**src/rtl/exc_pkg.sv**
```systemverilog
// exc_pkg: shared ExcCode values, widths and flush-FSM state encodings for the exception tracker.
package exc_pkg;
    localparam int CODE_W = 5;
    localparam logic [CODE_W-1:0] EXC_INT     = 5'd0;
    localparam logic [CODE_W-1:0] EXC_ADEL    = 5'd4;
    localparam logic [CODE_W-1:0] EXC_ADES    = 5'd5;
    localparam logic [CODE_W-1:0] EXC_SYSCALL = 5'd8;
    localparam logic [CODE_W-1:0] EXC_RI      = 5'd10;
    localparam logic [CODE_W-1:0] EXC_OV      = 5'd12;
    localparam logic [0:0] ST_RUN   = 1'b0;
    localparam logic [0:0] ST_FLUSH = 1'b1;
endpackage

```
**src/rtl/exc_code_pipe_if.sv**
```systemverilog
// exc_code_pipe_if: fetch, stall, local-source and commit-side signals of exc_code_pipe.
// Defining EXC_COUNT_EN adds the exc_count output.
interface exc_code_pipe_if #(
    parameter int NUM_STAGES    = 3,
    parameter int SRC_PER_STAGE = 4,
    parameter int CODE_W        = exc_pkg::CODE_W,
    parameter int PC_W          = 32
);
    logic                                   f_valid;
    logic [CODE_W-1:0]                      f_code;
    logic [PC_W-1:0]                        f_pc;
    logic                                   f_bd;
    logic [NUM_STAGES-1:0]                  stall;
    logic [NUM_STAGES*SRC_PER_STAGE-1:0]    src_valid;
    logic [NUM_STAGES*SRC_PER_STAGE*CODE_W-1:0] src_code;
    logic                                   int_req;
    logic                                   eret;
    logic [NUM_STAGES*CODE_W-1:0]           stage_code;
    logic                                   exc_req;
    logic [CODE_W-1:0]                      exc_code;
    logic [PC_W-1:0]                        epc;
    logic                                   exl;
`ifdef EXC_COUNT_EN
    logic [15:0]                            exc_count;
`endif
    modport master (
        output f_valid, f_code, f_pc, f_bd, stall, src_valid, src_code, int_req, eret,
        input  stage_code, exc_req, exc_code, epc, exl
`ifdef EXC_COUNT_EN
        , input exc_count
`endif
    );
    modport slave (
        input  f_valid, f_code, f_pc, f_bd, stall, src_valid, src_code, int_req, eret,
        output stage_code, exc_req, exc_code, epc, exl
`ifdef EXC_COUNT_EN
        , output exc_count
`endif
    );
endinterface

```
**src/rtl/exc_stage_merge.sv**
```systemverilog
// exc_stage_merge: oldest-wins merge of one stage's carried exception with its local sources.
module exc_stage_merge #(
    parameter int SRC_PER_STAGE = 4,
    parameter int CODE_W        = 5
) (
    input  logic                              valid,
    input  logic                              has_in,
    input  logic [CODE_W-1:0]                 code_in,
    input  logic [SRC_PER_STAGE-1:0]          src_valid,
    input  logic [SRC_PER_STAGE*CODE_W-1:0]   src_code,
    output logic                              has_out,
    output logic [CODE_W-1:0]                 code_out
);
    // Descending scan so the lowest-index asserted source is the last writer.
    always_comb begin
        has_out = valid && has_in;
        code_out = has_out ? code_in : '0;
        for (int i = SRC_PER_STAGE - 1; i >= 0; i--)
            if (valid && !has_in && src_valid[i]) begin
                has_out = 1'b1;
                code_out = src_code[i*CODE_W +: CODE_W];
            end
    end
endmodule

```
**src/rtl/exc_code_pipe.sv**
```systemverilog
// exc_code_pipe: per-instruction ExcCode/PC/BD tracker with commit-stage exception request,
// EPC/EXL capture and a one-cycle flush. Defining EXC_COUNT_EN adds a saturating exc_count.
module exc_code_pipe #(
    parameter int NUM_STAGES    = 3,
    parameter int SRC_PER_STAGE = 4,
    parameter int CODE_W        = 5,
    parameter int PC_W          = 32
) (
    input  logic           clk,
    input  logic           reset,
    exc_code_pipe_if.slave bus
);
    import exc_pkg::*;
    localparam int N = NUM_STAGES;
    logic [N-1:0]             valid_q, valid_d, has_q, has_d, bd_q, bd_d;
    logic [N-1:0][CODE_W-1:0] code_q, code_d;
    logic [N-1:0][PC_W-1:0]   pc_q, pc_d;
    logic [N-1:0]             m_has, in_v, in_h, in_bd, keep, clear;
    logic [N-1:0][CODE_W-1:0] m_code, in_c;
    logic [N-1:0][PC_W-1:0]   in_pc;
    logic [0:0]               state_q, state_d;
    logic [PC_W-1:0]          epc_q, epc_d;
    logic                     exl_q, exl_d, commit, take_int, exc_req;
    genvar k;
    generate
        for (k = 0; k < N; k++) begin : g_merge
            exc_stage_merge #(.SRC_PER_STAGE(SRC_PER_STAGE), .CODE_W(CODE_W)) u_merge (
                .valid     (valid_q[k]),
                .has_in    (has_q[k]),
                .code_in   (code_q[k]),
                .src_valid (bus.src_valid[k*SRC_PER_STAGE +: SRC_PER_STAGE]),
                .src_code  (bus.src_code[k*SRC_PER_STAGE*CODE_W +: SRC_PER_STAGE*CODE_W]),
                .has_out   (m_has[k]),
                .code_out  (m_code[k])
            );
        end
    endgenerate
    // Stage k loads the merged view of stage k-1; stage 0 loads fetch.
    always_comb begin
        in_v = {valid_q[N-2:0], bus.f_valid};
        in_h = {m_has[N-2:0], |bus.f_code};
        in_c = {m_code[N-2:0], bus.f_code};
        in_pc = {pc_q[N-2:0], bus.f_pc};
        in_bd = {bd_q[N-2:0], bus.f_bd};
        keep = bus.stall & {N{state_q == ST_RUN}};
        clear = {N{state_q == ST_FLUSH}} | {bus.stall[N-2:0], 1'b0};
        valid_d = (keep & valid_q) | (~keep & ~clear & in_v);
        has_d = (keep & has_q) | (~keep & ~clear & in_h);
        bd_d = (keep & bd_q) | (~keep & ~clear & in_bd);
        for (int i = 0; i < N; i++) begin
            code_d[i] = keep[i] ? code_q[i] : clear[i] ? '0 : in_c[i];
            pc_d[i] = keep[i] ? pc_q[i] : clear[i] ? '0 : in_pc[i];
        end
    end
    always_comb begin
        commit = state_q == ST_RUN && valid_q[N-1];
        take_int = commit && bus.int_req && !exl_q;
        exc_req = take_int || (commit && m_has[N-1]);
        state_d = exc_req ? ST_FLUSH : ST_RUN;
        epc_d = !exc_req ? epc_q : bd_q[N-1] ? pc_q[N-1] - PC_W'(4) : pc_q[N-1];
        exl_d = exc_req || (exl_q && !(commit && bus.eret));
    end
    assign bus.exc_req = exc_req;
    assign bus.exc_code = take_int ? CODE_W'(EXC_INT) : exc_req ? m_code[N-1] : '0;
    assign bus.stage_code = m_code;
    assign bus.epc = epc_q;
    assign bus.exl = exl_q;
    always_ff @(posedge clk or posedge reset) begin
        if (reset) begin
            valid_q <= '0;
            has_q <= '0;
            bd_q <= '0;
            code_q <= '0;
            pc_q <= '0;
            state_q <= ST_RUN;
            epc_q <= '0;
            exl_q <= 1'b0;
        end else begin
            valid_q <= valid_d;
            has_q <= has_d;
            bd_q <= bd_d;
            code_q <= code_d;
            pc_q <= pc_d;
            state_q <= state_d;
            epc_q <= epc_d;
            exl_q <= exl_d;
        end
    end
`ifdef EXC_COUNT_EN
    logic [15:0] cnt_q, cnt_d;
    always_comb cnt_d = cnt_q + 16'(exc_req && cnt_q != 16'hFFFF);
    always_ff @(posedge clk or posedge reset) begin
        if (reset) cnt_q <= '0;
        else cnt_q <= cnt_d;
    end
    assign bus.exc_count = cnt_q;
`endif
endmodule

```
**src/flat_wrapper.sv**
```systemverilog
// flat-port wrapper written by rule: the top's interface ports become plain ports
module exc_code_pipe_flat import exc_pkg::*;
#(
    parameter int NUM_STAGES    = 3,
    parameter int SRC_PER_STAGE = 4,
    parameter int CODE_W        = 5,
    parameter int PC_W          = 32
)
  (clk, reset, bus_f_valid, bus_f_code, bus_f_pc, bus_f_bd, bus_stall, bus_src_valid, bus_src_code, bus_int_req, bus_eret, bus_stage_code, bus_exc_req, bus_exc_code, bus_epc, bus_exl);
  exc_code_pipe_if #(.NUM_STAGES(NUM_STAGES), .SRC_PER_STAGE(SRC_PER_STAGE), .CODE_W(CODE_W), .PC_W(PC_W)) bus_i ();
  input  logic clk;
  input  logic reset;
  input wire logic [$bits(bus_i.f_valid)-1:0] bus_f_valid;
  input wire logic [$bits(bus_i.f_code)-1:0] bus_f_code;
  input wire logic [$bits(bus_i.f_pc)-1:0] bus_f_pc;
  input wire logic [$bits(bus_i.f_bd)-1:0] bus_f_bd;
  input wire logic [$bits(bus_i.stall)-1:0] bus_stall;
  input wire logic [$bits(bus_i.src_valid)-1:0] bus_src_valid;
  input wire logic [$bits(bus_i.src_code)-1:0] bus_src_code;
  input wire logic [$bits(bus_i.int_req)-1:0] bus_int_req;
  input wire logic [$bits(bus_i.eret)-1:0] bus_eret;
  output wire logic [$bits(bus_i.stage_code)-1:0] bus_stage_code;
  output wire logic [$bits(bus_i.exc_req)-1:0] bus_exc_req;
  output wire logic [$bits(bus_i.exc_code)-1:0] bus_exc_code;
  output wire logic [$bits(bus_i.epc)-1:0] bus_epc;
  output wire logic [$bits(bus_i.exl)-1:0] bus_exl;
  assign bus_i.f_valid = bus_f_valid;
  assign bus_i.f_code = bus_f_code;
  assign bus_i.f_pc = bus_f_pc;
  assign bus_i.f_bd = bus_f_bd;
  assign bus_i.stall = bus_stall;
  assign bus_i.src_valid = bus_src_valid;
  assign bus_i.src_code = bus_src_code;
  assign bus_i.int_req = bus_int_req;
  assign bus_i.eret = bus_eret;
  assign bus_stage_code = bus_i.stage_code;
  assign bus_exc_req = bus_i.exc_req;
  assign bus_exc_code = bus_i.exc_code;
  assign bus_epc = bus_i.epc;
  assign bus_exl = bus_i.exl;
  exc_code_pipe #(.NUM_STAGES(NUM_STAGES), .SRC_PER_STAGE(SRC_PER_STAGE), .CODE_W(CODE_W), .PC_W(PC_W)) u_core (.clk(clk), .reset(reset), .bus(bus_i));
endmodule
```
**config.mk**
```make
export PLATFORM = sky130hd
export DESIGN_NAME = exc_code_pipe_flat
export DESIGN_NICKNAME = d
export VERILOG_FILES = /design/src/rtl/exc_pkg.sv /design/src/rtl/exc_code_pipe_if.sv /design/src/rtl/exc_stage_merge.sv /design/src/rtl/exc_code_pipe.sv /design/src/flat_wrapper.sv
export SDC_FILE = /design/constraint.sdc
export NUM_CORES = 1
export LEC_CHECK = 0
export ABC_AREA = 1
export CAP_MARGIN = 20
export CORE_MARGIN = 1.5
export CORE_UTILIZATION = 40
export CTS_BUF_LIST = sky130_fd_sc_hd__clkbuf_16
export DETAILED_ROUTE_END_ITERATION = 8
export PLACE_DENSITY_LB_ADDON = 0.1
export SLEW_MARGIN = 30
export SYNTH_ARGS = -nofsm -noshare
export SYNTH_HDL_FRONTEND = slang
export SYNTH_SLANG_ARGS = --single-unit
export TNS_END_PERCENT = 100
```
**constraint.sdc**
```tcl
create_clock -name clk -period 5.8 [get_ports clk]
set_input_delay 0.58 -clock clk [delete_from_list [all_inputs] [get_ports clk]]
set_output_delay 0.58 -clock clk [all_outputs]
set_load 0.02 [all_outputs]
```
Word level (Yosys, flattened, before mapping)
Cells that the tools add are included.

cells by class
  reduce and logical (&&, ||, !) cells = 32
  add/sub/neg operators = 1
  bitwise logic cells = 15
  $lt $le $gt $ge = 0
  muxes and demuxes = 37
  shifts and indexed selects = 0
  div/mod/pow operators = 0
  $mul = 0
  equality and inequality tests = 0

operators with widths
  operator                                                              number
  32-bit 2-to-1 mux                                                     4
  5-bit 2-to-1 mux                                                      20
  32-bit by 3-bit subtractor with 32-bit output, second input constant  1
  3-bit AND                                                             8
  1-bit logical AND                                                     24
  1-bit 2-to-1 mux                                                      13
  3-bit bitwise OR                                                      4
  3-bit NOT                                                             2
  1-bit zero test                                                       5
  5-bit OR reduction                                                    1
  1-bit logical OR                                                      2
  1-bit NOT                                                             1

word-level totals
  bits in latches = 0
  input bits = 118
  flip-flop bits (word level) = 154
  memories = 0
  output and inout bits = 54
  bits in writable memories = 0
  memory bits (read-only) = 0

Depth between registers and ports, before layout
Gate-level depths: netlist of the first run.

  depth after elaboration = 11
  gate-level depth with buffers = 11
  depth with buffers taken out = 11

By module
From an unflattened synthesis of the first run, not the netlist that was laid out.

unflattened totals
  cells, all modules = 994
  area, all modules = 7713.6 um^2

by module, submodules not included
  module           area an instance (um^2)  cells an instance  sequential area each (um^2)  times used
  exc_code_pipe    6677.7                   751                3853.7                       1
  exc_stage_merge  345.3                    81                 0.0                          3

Worst setup path after synthesis of the first run
Ideal clock, no wire load.

  kind = in2out
  start point = input bus_src_valid[11]
  end point = output bus_exc_code[0]
  data required time = 5220 ps
  path buffers = 0
  arrival = 1408 ps
  stages = 8
  slack = 3812 ps
  path through = inv_1 -> nor2_1 -> nand2_1 -> nand3_1 -> o211ai_1 -> nand2_1 -> nand2_1 -> nor2_1

on the way
  longest elaborated chain between the ends = 9

ends and longest elaborated chain
  item                                line                   RTL
  start: declaration                  flat_wrapper.sv:18     input wire logic [$bits(bus_i.src_valid)-1:0] bus_src_valid;
  1-bit logical AND (*)               exc_stage_merge.sv:19  if (valid && !has_in && src_valid[i]) begin
  1-bit 2-to-1 mux (4 in series)      exc_stage_merge.sv:19
  1-bit logical AND                   exc_code_pipe.sv:58    exc_req = take_int || (commit && m_has[N-1]);
  1-bit logical OR                    exc_code_pipe.sv:58
  5-bit 2-to-1 mux (*) (2 in series)  exc_code_pipe.sv:64    assign bus.exc_code = take_int ? CODE_W'(EXC_INT) : exc_req ? m_code[N-1] : '0;
  end: declaration                    flat_wrapper.sv:24     output wire logic [$bits(bus_i.exc_code)-1:0] bus_exc_code;

Every way passes the cells marked *; elsewhere a longest branch is shown, timed or not.

Worst setup path after layout of the first run
  start point = register u_core.has_q[2]
  end point = output bus_exc_req

on the way
  longest elaborated chain between the ends = 9

ends and longest elaborated chain
  item                             line                   RTL
  start: declaration               exc_code_pipe.sv:15    logic [N-1:0] valid_q, valid_d, has_q, has_d, bd_q, bd_d;
  start signal: assignment         exc_code_pipe.sv:80    has_q <= has_d;
  1-bit zero test                  exc_stage_merge.sv:19
  1-bit logical AND (2 in series)  exc_stage_merge.sv:19
  1-bit 2-to-1 mux (3 in series)   exc_stage_merge.sv:19
  1-bit 2-to-1 mux (*)             exc_stage_merge.sv:19
  1-bit logical AND (*)            exc_code_pipe.sv:58
  1-bit logical OR (*)             exc_code_pipe.sv:58
  end: declaration                 flat_wrapper.sv:23     output wire logic [$bits(bus_i.exc_req)-1:0] bus_exc_req;

Marks and branches as above.

==> results of run 1 <==
[how the worst max path moves through the flow]
stage	endpoint	cells after the start
6_report	bus_exc_req	8
5_1_grt	bus_exc_req	8
4_1_cts	bus_exc_req	8
3_5_place_dp	bus_exc_req	6
3_3_place_gp	bus_exc_req	6
2_1_floorplan	u_core.bd_q[0]	1
[metal layers]
layer	vias to the layer above	share of wire, %
met5	-	0
met4	0	1.5
met3	17	4.4
met2	155	43
met1	2872	52
li1	3351	-
[metrics by stage]
| step | total power [µW] | hold WS (ns) | instances | worst slack (ns) |
|---|---|---|---|---|
| finish | 3330 | 0.478 | 1368 | 2.63 |
| global route | 3520 | 0.496 | 1368 | 2.45 |
| CTS | 3360 | 0.483 | 1367 | 2.58 |
| detailed placement | 2290 | 0.466 | 1335 | 2.69 |
| global placement | 2280 | 0.464 | 1335 | 2.69 |
| floorplan | 1870 | 0.449 | 964 | 1.07 |
[cell families (layout without fill, tap and decap cells)]
| family | count (synthesis) | after routing | share of synthesized area [%] |
|---|---|---|---|
| compound gates | 154 | 154 | 11.7 |
| xor+xnor | 15 | 15 | 1.77 |
| fa+ha+maj | 1 | 1 | 0.168 |
| buf+inv | 199 | 373 | 10.5 |
| flops | 154 | 154 | 51.8 |
| other cells | 0 | 1 | 0 |
| simple gates | 441 | 441 | 24.1 |
[worst max-delay path: cells and delay by family, from the launching register on]
kind | cells | cell delay (ns)
DFF | 1 | 0.38
buffers and inverters | 3 | 0.90
and+or+nand+nor | 5 | 0.87
[cell type report]
| type | instances | area, µm² | area share (%) |
|---|---|---|---|
| antenna | 1 | 2.50 | 0.0253 |
| multi-input combinational | 611 | 2800 | 28.4 |
| clock buffer | 17 | 425 | 4.30 |
| timing repair buffer | 175 | 1740 | 17.6 |
| clock inverter | 15 | 140 | 1.42 |
| tap | 229 | 287 | 2.90 |
| inverter | 166 | 631 | 6.38 |
| sequential | 154 | 3850 | 39.0 |
[flip-flops by register name, indices dropped and copies added, names as in the netlist]
name / flops
u_core.bd_q: 3
u_core.state_q: 1
u_core.code_q: 15
u_core.in_pc: 64
u_core.bus.exl: 1
u_core.has_q: 3
u_core.pc_q: 32
u_core.valid_q: 3
u_core.bus.epc: 32
[cells in the final DEF (no fill, tap or decap), drive strengths merged]
master	instances
o211ai	5
o41ai	1
buf	4
or2	5
ha	1
o22ai	61
nand2	270
bufinv	1
nor3	4
inv	173
nand4	8
nand3	53
diode	1
nor2	101
clkdlybuf4s50	171
dfrtp	154
clkinvlp	2
clkinv	5
o21ai	87
clkbuf	17
xor2	15
[power by group through the flow]
stage	clock network (µW)	registers (µW)	logic, µW
after CTS	1090	1350	922
final	1070	1350	914
after global routing	1130	1370	1010
after floorplan	0	1480	387
after global placement	0	1370	909
after detailed placement	0	1370	918
==> impl_metrics.yaml, run 1 <==
run_status:
  outcome: "finished with violations"
  violations: "design-rule violations"
global_route:
  gr-max-usage-layer: "met1"
  track_usage_pct: 19.5
  use_met2_pct: 27.6
  grt_pass1_wl_um: 30200
  grt-ovfl-total: 0
  antenna_found_initial: 1
  grt_pass1_vias: 6092
  met3_usage_pct: 3.54
  grt_max_degree: 106
  met1_usage_pct: 29.4
hold_path:
  whs_path_depth: 2
  hp-class: "register to register"
  worstHoldStart: "u_core.code_q[12]"
  worstHoldEndpoint: "u_core.code_q[12]"
routing:
  wl_um: 18100
  wire_per_inst_um: 13.2
  first_pass_iters: 7
  drt_iter0_markers: 333
  drc: 11
  vias_per_cell: 4.67
  ant_nets: 0
  via_count: 6395
cts:
  post_cts_buffers: 0
  clkSinkCount: 154
  cts_tree: "yes"
  cts_resized: 0
  cts-root-buf: "clkbuf_16"
  clock_path_buffers: 2
  cts_max_level: 4
  hold_buffers: 0
  cts.clk_slew.worst_paths_ns: 0.06
  cts_made_buffers: 17
  clk_latency_ns: 0.43
synthesis:
  synth_ff_type: "dfrtp_1"
  syn_avg_cell_area_um2: 7.71
  synth_top_area_cell: "dfrtp_1"
  synth_edf_count: 0
  netlist_area_um2: 7430
  yosys-top-cells-count: "nand2_1, inv_1, dfrtp_1"
  syn_inst: 964
  synth_seq_cells: 154
  ys_top_cells_by_area: "dfrtp_1, nand2_1, inv_1, o21ai_0, o22ai_1"
  ys_types: 25
  ys.warnings.count: 0
  yosysSeqAreaShare_pct: 51.8
  async_flop_share_pct: 100
  syn_nets: 1083
  yosysMostFrequentCell: "nand2_1"
  synth.top_cell.area_share_pct: 51.8
sta:
  hold_violations: 0
  tightest_slew_ns: 0.932
  final.period_utilization_pct: 54.7
  max_freq_mhz: 315
  setup_tns_ns: 0
  finalClockSkew_ns: 0.00792
  rsz0062_at_grt: "no"
  final.min_clock_period_ns: 3.17
  relSlewSlack_pct: 37.7
  slew_viol_final: 0
  finalSetupViolCount: 0
power_and_ir_drop:
  p_clk_share_pct: 32.0
  pwr-share-comb_pct: 27.5
  power.density_nw_per_um2: 337
  irDropWorstVdd_v: 0.000245
  power.leakage_uw: 0.00486
  p_seq_share_pct: 40.5
  swShare_pct: 32.1
  netSwitchingPower_uw: 1070
  p_int_uw: 2260
final_layout:
  area_growth_pct: 33.0
  final_area_um2: 9880
  nets: 1244
  utilization_pct: 54.7
  fillers: 1761
  drive_above_1_share_pct: 5.10
critical_path:
  cp_slowest_cell: "clkdlybuf4s50_1"
  start_kind: "register"
  crit_arrival_ns: 2.59
  r2r_cells: 3
  critPathMaxFanout: 18
  worstSetupEndpointType: "primary output"
  crit_type: "register to primary output"
  crit_start: "u_core.has_q[2]"
  r2r-end: "u_core.has_q[2]"
  crit_required_ns: 5.22
  crit_chain: "inv_1 -> nand2_2 -> inv_2 -> nand2_1 -> nand4_2 -> nand2_1 -> nand2_2 -> clkdlybuf4s50_1"
  slowest_delay_ns: 0.68
  r2r_start: "u_core.state_q"
  rrSetupSlack_ns: 3.75
job:
  drv_cap: 0
place:
  dpl.hpwl_um: 13200
  place_area_um2: 9310
  io_buffer_count: 171
  gp_congestion: 0.835
floorplan:
  ios: 172
  die_w_um: 139
  core_um2: 18100
  floorplan.initialDensity_pct: 41.1
  rows: 49
  die-height_um: 139
  die_area_um2: 19400
No activity file was read; power rests on OpenSTA's default activity.
==> run 2, diff against run 1 <==
==> constraint.sdc (replaced) <==
create_clock -name clk -period 2.9 [get_ports clk]
set_input_delay 0.29 -clock clk [delete_from_list [all_inputs] [get_ports clk]]
set_output_delay 0.29 -clock clk [all_outputs]
set_load 0.02 [all_outputs]
==> run 2 against run 1 <==
  * The flow still finishes with violations (design-rule violations)
  * Critical path depth stayed put
  * Sequential share of layout area is 0.49 points lower
  * Global-route usage hardly changed
  * Sequential power is 100% higher
  * Highest routed layer unchanged
==> impl_metrics.yaml, run 2 (synthesis gave the netlist of run 1 again) <==
run_status:
  outcome: "finished with violations"
  violations: "design-rule violations"
sta:
  tightest_slew_ns: 0.662
  slew_viol_final: 0
  final.period_utilization_pct: 89.9
  max_freq_mhz: 383
  finalSetupViolCount: 0
  setup_tns_ns: 0
  rsz0062_at_grt: "no"
  finalClockSkew_ns: 0.0100
  final.min_clock_period_ns: 2.61
  relSlewSlack_pct: 55.8
  setup_slack_ns: 0.292
  hold_violations: 0
floorplan:
  die_w_um: 139
  core_um2: 18100
  floorplan.initialDensity_pct: 41.1
  rows: 49
  ios: 172
  die-height_um: 139
  die_area_um2: 19400
critical_path:
  crit_required_ns: 2.61
  start_kind: "register"
  crit_start: "u_core.has_q[2]"
  rrSetupSlack_ns: 1.12
  r2r_cells: 11
  crit_arrival_ns: 2.32
  critPathMaxFanout: 11
  worstSetupEndpointType: "primary output"
  r2r_start: "u_core.pc_q[66]"
  r2r-end: "u_core.bus.epc[28]"
  crit_type: "register to primary output"
final_layout:
  most-common-layout-cells: "nand2_1, clkdlybuf4s50_1, inv_1"
  multiInputGateArea_um2: 2830
  area_growth_pct: 34.7
  seqCellArea_um2: 3850
  final_common_cell: "nand2_1"
  nets: 1251
  largest_register_ffs: 64
  drive_above_1_share_pct: 5.59
  fillers: 1729
cts:
  post_cts_buffers: 0
  cts_max_level: 4
  cts_made_buffers: 17
  cts-root-buf: "clkbuf_16"
  cts_tree: "yes"
  clock_path_buffers: 2
  clk_latency_ns: 0.42
  clkSinkCount: 154
  cts.clk_slew.worst_paths_ns: 0.06
power_and_ir_drop:
  p_int_uw: 4680
  netSwitchingPower_uw: 2080
  power.density_nw_per_um2: 675
  irDropWorstVdd_v: 0.000406
  power_uw: 6760
  p_seq_share_pct: 40.1
  pwr-share-comb_pct: 27.5
  power.leakage_uw: 0.00491
  swShare_pct: 30.8
  p_clk_share_pct: 32.5
hold_path:
  hp-class: "primary input to asynchronous set/reset pin"
routing:
  wl_um: 18300
  wire_per_inst_um: 13.3
  drt_iter0_markers: 408
  first_pass_iters: 7
  vias_per_cell: 4.69
  ant_nets: 0
  drc: 8
  via_count: 6450
place:
  pre_cts_ws_ns: 0.445
  gp_congestion: 0.887
  io_buffer_count: 171
  dpl.hpwl_um: 13500
global_route:
  antenna_found_initial: 1
  grt-ovfl-total: 0
  grt_max_degree: 50
  grt_pass1_vias: 5978
  track_usage_pct: 19.5
  grt_pass1_wl_um: 30400
job:
  drv_cap: 0
run 2: power groups by stage:
| stage | sequential (µW) | clock [µW] | combinational [µW] |
|---|---|---|---|
| finish | 2710 | 2200 | 1860 |
| floorplan | 2960 | 0 | 774 |
| global placement | 2740 | 0 | 1830 |
| detailed placement | 2740 | 0 | 1860 |
| global route | 2760 | 2320 | 2050 |
| CTS | 2710 | 2230 | 1870 |
run 2: stage by stage:
stage / hold slack, ns / utilization (%) / instance area [µm²] / cells
2_1_floorplan: 0.411 / - / 7440 / 964
3_5_place_dp: 0.467 / 52.0 / 9400 / 1342
6_report: 0.307 / 55.3 / 10000 / 1374
3_3_place_gp: 0.459 / 52.0 / 9400 / 1342
5_1_grt: 0.362 / 55.3 / 10000 / 1374
4_1_cts: 0.325 / 55.2 / 9980 / 1373
run 2: cell type report:
| class | count | share of cell area [%] |
|---|---|---|
| Clock buffer | 17 | 4.25 |
| Antenna cell | 1 | 0.0250 |
| Inverter | 166 | 6.26 |
| Sequential cell | 154 | 38.5 |
| Multi-Input combinational cell | 611 | 28.2 |
| Tap cell | 229 | 2.86 |
| Clock inverter | 14 | 1.56 |
| Timing Repair Buffer | 182 | 18.3 |
run 2: how the worst max path moves through the flow:
stage	to
after floorplan	u_core.bd_q[0]
after global placement	bus_exc_code[1]
after detailed placement	bus_exc_code[1]
after CTS	bus_exc_code[1]
after global routing	bus_exc_code[3]
final	bus_exc_code[1]
run 2: critical path: stages, from the launching register on:
cell	delay, ns
dfrtp_1	0.39
inv_1	0.09
nand2_2	0.06
inv_2	0.14
nand2_2	0.16
nand4_2	0.17
nand3_2	0.14
nor2_1	0.14
clkdlybuf4s50_1	0.61
run 2: repair_timing:
action                     4_1_cts  5_1_grt
hold buffers                     0        0
setup endpoints to repair        0       12
resized for setup                0        7
run 2: metal layers:
metal | part of all wire (%) | global-route usage [%] | vias up
li1 | - | - | 3367
met1 | 52 | 29.9 | 2899
met2 | 41 | 27.7 | 168
met3 | 4.8 | 3.65 | 16
met4 | 1.4 | 5.99 | 0
met5 | 0 | 0 | -
